`config.mk`:
```
export PLATFORM = sky130hd
export DESIGN_NAME = flag_fwd_pipe
export DESIGN_NICKNAME = d
export VERILOG_FILES = /design/src/rtl/flag_pkg.sv /design/src/rtl/flag_calc.sv /design/src/rtl/flag_fwd_pipe.sv
export SDC_FILE = /design/constraint.sdc
export NUM_CORES = 1
export LEC_CHECK = 0
export CORE_UTILIZATION = 33
export CTS_CLUSTER_DIAMETER = 60
export CTS_CLUSTER_SIZE = 16
export DETAILED_ROUTE_END_ITERATION = 10
export GPL_TIMING_DRIVEN = 0
export PLACE_DENSITY = 0.77
export SYNTH_ARGS = -nofsm -noshare
export SYNTH_HDL_FRONTEND = slang
export SYNTH_HIERARCHICAL = 1
export SYNTH_SLANG_ARGS = --single-unit
```
`constraint.sdc`:
```
create_clock -name clk_i -period 1.1 [get_ports clk_i]
set_input_delay 0.165 -clock clk_i [delete_from_list [all_inputs] [get_ports clk_i]]
set_output_delay 0.165 -clock clk_i [all_outputs]
set_load 0.01 [all_outputs]
```
`src/rtl/flag_pkg.sv`:
```
// Shared definitions for the condition-flag pipeline: flag vector layout
// and the architectural reset value.
package flag_pkg;

    localparam int FLAG_W = 4;

    localparam int FLAG_Z = 3;
    localparam int FLAG_N = 2;
    localparam int FLAG_C = 1;
    localparam int FLAG_V = 0;

    typedef logic [FLAG_W-1:0] flags_t;

    // A cleared datapath result reads as zero, so only Z is set.
    localparam flags_t ARCH_RESET = 4'b1000;

endpackage : flag_pkg

```
`src/rtl/flag_calc.sv`:
```
// Combinational Z/N/C/V flag generation from one ALU result.
module flag_calc
    import flag_pkg::*;
#(
    parameter int WIDTH = 32
) (
    input  logic [WIDTH-1:0] result_i,
    input  logic             carry_i,
    input  logic             ovf_i,
    output flags_t           flags_o
);

    always_comb begin
        flags_o         = '0;
        flags_o[FLAG_Z] = ~|result_i;
        flags_o[FLAG_N] = result_i[WIDTH-1];
        flags_o[FLAG_C] = carry_i;
        flags_o[FLAG_V] = ovf_i;
    end

endmodule : flag_calc

```
`src/rtl/flag_fwd_pipe.sv`:
```
// DEPTH-stage condition-flag pipeline with stall/flush, an architectural
// flag register fed by the oldest stage, and youngest-first forwarding.
module flag_fwd_pipe
    import flag_pkg::*;
#(
    parameter int WIDTH = 32,
    parameter int DEPTH = 3
) (
    input  logic                    clk_i,
    input  logic                    rst_ni,
    input  logic                    write_i,
    input  logic [WIDTH-1:0]        in_i,
    input  logic                    carry_in_i,
    input  logic                    ovf_in_i,
    input  logic                    stall_i,
    input  logic                    flush_i,
    output logic [FLAG_W*DEPTH-1:0] stage_flags_o,
    output logic [DEPTH-1:0]        stage_valid_o,
    output logic [FLAG_W-1:0]       arch_flags_o,
    output logic [FLAG_W-1:0]       fwd_flags_o,
    output logic                    fwd_hit_o
);

    flags_t                         new_flags;
    logic [DEPTH-1:0][FLAG_W-1:0]   flags_q;
    logic [DEPTH-1:0][FLAG_W-1:0]   flags_d;
    logic [DEPTH-1:0]               valid_q;
    logic [DEPTH-1:0]               valid_d;
    flags_t                         arch_q;
    flags_t                         arch_d;
    flags_t                         fwd_flags;
    logic                           advance;

    flag_calc #(
        .WIDTH (WIDTH)
    ) u_flag_calc (
        .result_i (in_i),
        .carry_i  (carry_in_i),
        .ovf_i    (ovf_in_i),
        .flags_o  (new_flags)
    );

    assign advance = ~flush_i & ~stall_i;

    // Flush only kills valid bits; flag payloads stay where they are.
    generate
        for (genvar gi = 0; gi < DEPTH; gi++) begin : gen_stage
            if (gi == 0) begin : gen_head
                assign flags_d[gi] = advance ? (write_i ? new_flags : '0) : flags_q[gi];
                assign valid_d[gi] = flush_i ? 1'b0
                                   : (advance ? write_i : valid_q[gi]);
            end else begin : gen_body
                assign flags_d[gi] = advance ? flags_q[gi-1] : flags_q[gi];
                assign valid_d[gi] = flush_i ? 1'b0
                                   : (advance ? valid_q[gi-1] : valid_q[gi]);
            end
        end
    endgenerate

    // Only a valid oldest entry retires, and only on an advancing cycle.
    assign arch_d = (advance && valid_q[DEPTH-1]) ? flags_q[DEPTH-1] : arch_q;

    always_ff @(posedge clk_i or negedge rst_ni) begin
        if (!rst_ni) begin
            flags_q <= '0;
            valid_q <= '0;
            arch_q  <= ARCH_RESET;
        end else begin
            flags_q <= flags_d;
            valid_q <= valid_d;
            arch_q  <= arch_d;
        end
    end

    // Scan oldest to youngest so the lowest-index valid stage wins.
    always_comb begin
        fwd_flags = arch_q;
        for (int s = DEPTH - 1; s >= 0; s--) begin
            if (valid_q[s]) begin
                fwd_flags = flags_q[s];
            end
        end
    end

    assign stage_flags_o = flags_q;
    assign stage_valid_o = valid_q;
    assign arch_flags_o  = arch_q;
    assign fwd_flags_o   = fwd_flags;
    assign fwd_hit_o     = |valid_q;

endmodule : flag_fwd_pipe

```
# Yosys cells after proc, flatten, opt, wreduce, memory -nomap -nowiden
# Index checks and enable logic that the tools add are counted.
totals:
  out_inout_bits: 24
  register_bits: 19
  inputBits: 39
  wordCells: 23
classes:
  n_bitwise: 3
  reduce_logical: 5
  mux: 10
ops:
  columns: ["cell", "n"]
  rows:
  - ["$reduce_or A32 Y1", 1]
  - ["$mux W4", 4]
  - ["$mux W1", 6]
  - ["$reduce_or A3 Y1", 1]
  - ["$not A1 Y1", 2]
  - ["$reduce_bool A2 Y1", 1]
  - ["$and A1 B1 Y1", 1]
  - ["$logic_and A1 B1 Y1", 1]
  - ["$logic_not A1 Y1", 1]

# Depth between registers and ports, before layout
logic_depth:
  depth_word: 4
  ltp_mapped: 5

# Modules after synthesis
# Netlist, hierarchy kept.
by_module_without_submodules:
  columns: ["mod", "area_each_um2", "cells_per_inst", "instances"]
  rows:
  - ["flag_fwd_pipe", 918.4, 75, 1]
  - ["flag_calc", 95.1, 14, 1]

# Worst setup path before layout
# Ideal clock, no wire load.
synth_path:
  kind: "reg-to-reg"
  start: "register valid_q[2] (netlist: stage_valid_o[2])"
  end: "register arch_q[0] (netlist: arch_flags_o[0])"
  period_less_slack_ns: 1.254
  required_ns: 0.975
  slack_ns: -0.154
  stages_incl_launch_ff: 4
  arrival_ns: 1.130
  cell_sequence: "dfrtp_1 -> buf_4 -> nor3b_4 -> mux2_2"
synth_via:
  elab_chain_cells: 1
synth_rtl:
  columns: ["item", "line_no", "source"]
  rows:
  - ["start: declaration", "flag_fwd_pipe.sv:27", "logic [DEPTH-1:0] valid_q;"]
  - ["start signal: assignment", "flag_fwd_pipe.sv:70", "valid_q <= valid_d;"]
  - ["$logic_and A1 B1 Y1", "flag_fwd_pipe.sv:61", "assign arch_d = (advance && valid_q[DEPTH-1]) ? flags_q[DEPTH-1] : arch_q;"]
  - ["end signal: assignment", "flag_fwd_pipe.sv:71", "arch_q <= arch_d;"]
  - ["end: declaration", "flag_fwd_pipe.sv:29", "flags_t arch_q;"]
# Every way passes these cells.
# A chain may end at the register's enable or synchronous reset.

# Worst setup path after layout
layout_path:
  start: "register valid_q[2] (netlist: stage_valid_o[2])"
  end: "output fwd_flags_o[2]"
layout_via:
  elab_chain_cells: 3
layout_rtl:
  columns: ["item", "line_no", "source"]
  rows:
  - ["$mux W4 (3 in a row)", "flag_fwd_pipe.sv:79", "if (valid_q[s]) begin"]
  - ["end: declaration", "flag_fwd_pipe.sv:20", "output logic [FLAG_W-1:0] fwd_flags_o,"]
# Every way passes these cells.

==> results.cfg <==
[run_status]
status = complete, but fails checks
violations = design-rule violations, negative setup slack

[synth]
synth_largest_area_cell = dfrtp_1
synth_edf_count = 0
synth.distinct_cells = 23
ys_top_cells_by_area = dfrtp_1 (44%), mux2_2 (11%), mux2i_1 (6.9%), o21ai_0 (4.9%), nor4_1 (4.3%)
synthTopCellsByCount = dfrtp_1 (18), mux2_2 (10), o21ai_0 (10)
ys_ff_latch = 19
ys.flop_type = dfrtp_1
synth_top_area_share_pct = 44.44
seq_area_frac_synth_pct = 47.04
syn-cell-area_um2 = 1013
synth_nets = 128
async_flop_share_pct = 100.0
synth_most_common_cell = dfrtp_1
synthCells = 89
yosys_warnings = 6
syn_avg_cell_area_um2 = 11.39

[detailed_routing]
drtIter0Drc = 19
postRouteAntennaNets = 0
drc = 4
detail_route.wl_per_cell_um = 16.60
num_vias = 1152
wl_um = 3702
avgViaCountPerCell = 5.166
dr.pass1.iters = 7

[setup_path]
path_class = flip-flop to output port
critPathArrivalTime_ns = 1.42
critical_path_required_ns = 0.94
start_kind = flip-flop
critPathCaptureType = output port
path_max_fanout = 7
rrSetupSlack_ns = -0.18

[power]
switching_power_w = 0.0005794
power.internal_w = 0.001410
powerDensity_nw_per_um2 = 915.8
p_comb_share_pct = 40.7
ir_drop_mv = 0.3645
leakagePower_nw = 1.048
clkPwrFrac_pct = 18.1
pwr-share-seq_pct = 41.2
total_power_w = 0.001989
switching_share_pct = 29.12

[floorplan]
die_x_um = 57.42
ios = 63
die_h_um = 57.42
rows = 19
core_area_um2 = 2829
start_util_pct = 35.82
dieArea_um2 = 3296

[clock_network]
cts_made_buffers = 3
worstSkewPairLatency_ns = 0.30
ctsHtreeMaxLevel = 1
clockRootBuffer = clkbuf_4
path_clk_slew_ns = 0.12
cts_buffer_depth = 2
cts_sinks = 19
tritoncts = yes
ctsHoldBuffers = 0

[global_route]
track_usage_pct = 21.52
grt-ovfl-total = 0
grt_pass1_wl_um = 5423
grt_pass1_vias = 1175
grt_start_max_net_pins = 20
antenna_found_initial = 0

[timing]
fmax_ghz = 0.6321
rsz0062_at_grt = true
period_share_pct = 143.8
hold_viol_final = 0
holdWs_ns = 0.1228
min_period_ns = 1.582
final-setup-viol-count = 23
maxSlewHeadroom_pct = 41.21
fin_tns_setup_ns = -3.691
slew_violations = 0
worst_pin_slew_ns = 0.8791
fin_ws_ns = -0.4820
fin_worst_skew_ns = 0.005965

[finish]
diodes = 0
stdcell_area_um2 = 2172
regArea_um2 = 479.2
n_fill_cell = 185
multiInputGateArea_um2 = 583.1
nNetsFinal = 232
area_growth_pct = 114.3
drive_gt1_share_pct = 55.73

[placed_design]
dp_hpwl_um = 2133
pre_cts_ws_ns = -0.5738
place_congestion = 0.6946
io_buffers = 60
placed_cell_area_um2 = 1678

[job]
maxCapViolCount = 0

[worst_hold_path]
min_path_type = input pin to flip-flop
==> per-stage QoR <==
stage               std cells  utilization [%]
global route              223            76.78
global placement          180            59.31
detailed placement        180            59.31
finish                    223            76.78
CTS                       216            72.27
floorplan                  89                -
==> timing repair <==
action,in CTS,in global routing
gates resized for setup,143,25
gates cloned,1,0
buffers inserted,31,11
pin swaps,3,12
setup endpoints to repair,35,29
==> state kept, by name (all words and copies together), names as in the netlist <==
register       cells
arch_flags_o       4
stage_valid_o      3
stage_flags_o     12
==> cells by family (layout without fill, tap and decap cells) <==
logic type / after synthesis / after routing / share of synthesized area [%]
AND/OR/NAND/NOR: 30 / 30 / 19.38
flip-flops: 19 / 19 / 47.04
multiplexers: 18 / 18 / 19.51
AO/OA/AOI/OAI: 14 / 14 / 8.025
buffers and inverters: 8 / 111 / 6.049
==> worst max-delay path: stages (launching register included) <==
cell and delay [ns]:
dfrtp_1 0.38, buf_6 0.14, mux2i_1 0.32, a211oi_2 0.12, buf_2 0.16
==> power groups by stage <==
| stage | sequential, W | combinational, W | clock, W |
|---|---|---|---|
| floorplan | 0.000856 | 0.000170 | 0 |
| global placement | 0.000835 | 0.000527 | 0 |
| detailed placement | 0.000838 | 0.000541 | 0 |
| CTS | 0.000808 | 0.000743 | 0.000356 |
| global route | 0.000826 | 0.000854 | 0.000389 |
| finish | 0.000820 | 0.000809 | 0.000360 |
==> placed cells by master, fill, tap and decap left out, types with 2 or more instances in the layout <==
cell type,netlist,final
dfrtp_1,18,16
buf_6,2,43
nor2_1,5,4
dfrtp_2,0,2
a211oi_2,0,3
nand4_1,2,2
o21ai_0,10,9
buf_2,1,7
dlymetal6s2s_1,0,6
nor2b_1,3,3
nor4_2,1,7
nor3b_2,0,3
nand2_1,4,4
dlygate4sd2_1,0,2
nor2_4,1,2
mux2_2,10,6
clkbuf_4,0,3
buf_4,4,19
nor3b_4,1,2
clkdlybuf4s50_1,0,28
mux2_4,1,5
mux2i_1,7,7
==> final timing paths <==
path	from	endpoint	depth (start not counted)
min in group asynchronous	rst_ni	stage_valid_o[2]$_DFFE_PN0P_	1
max in group asynchronous	rst_ni	stage_valid_o[1]$_DFFE_PN0P_	1
min	ovf_in_i	stage_flags_o[0]$_DFFE_PN0P_	3
max reg2reg	stage_valid_o[2]$_DFFE_PN0P_	arch_flags_o[1]$_DFFE_PN0P_	4
max	stage_valid_o[2]$_DFFE_PN0P_	fwd_flags_o[2]	4
min reg2reg	stage_flags_o[8]$_DFFE_PN0P_	arch_flags_o[0]$_DFFE_PN0P_	2
==> layout make-up <==
class | instances | area share (%)
repair buffers | 99 | 44.76
inverters | 1 | 0.1728
well taps | 31 | 1.786
clock buffers | 3 | 1.037
multi-input cells | 62 | 26.84
plain buffers | 7 | 3.111
clock inverters | 1 | 0.2304
flip-flops and latches | 19 | 22.06
==> metal layers <==
layer	wire length, um	part of all wire (%)	vias to the layer above	track usage [%]
met5	0	0	-	0
met3	251	6.8	4	3.855
met2	2009	54	57	43.69
met1	1407	38	560	22.49
li1	-	-	531	-
met4	34	0.92	0	4.530
Power figures use the tool's default switching activity.
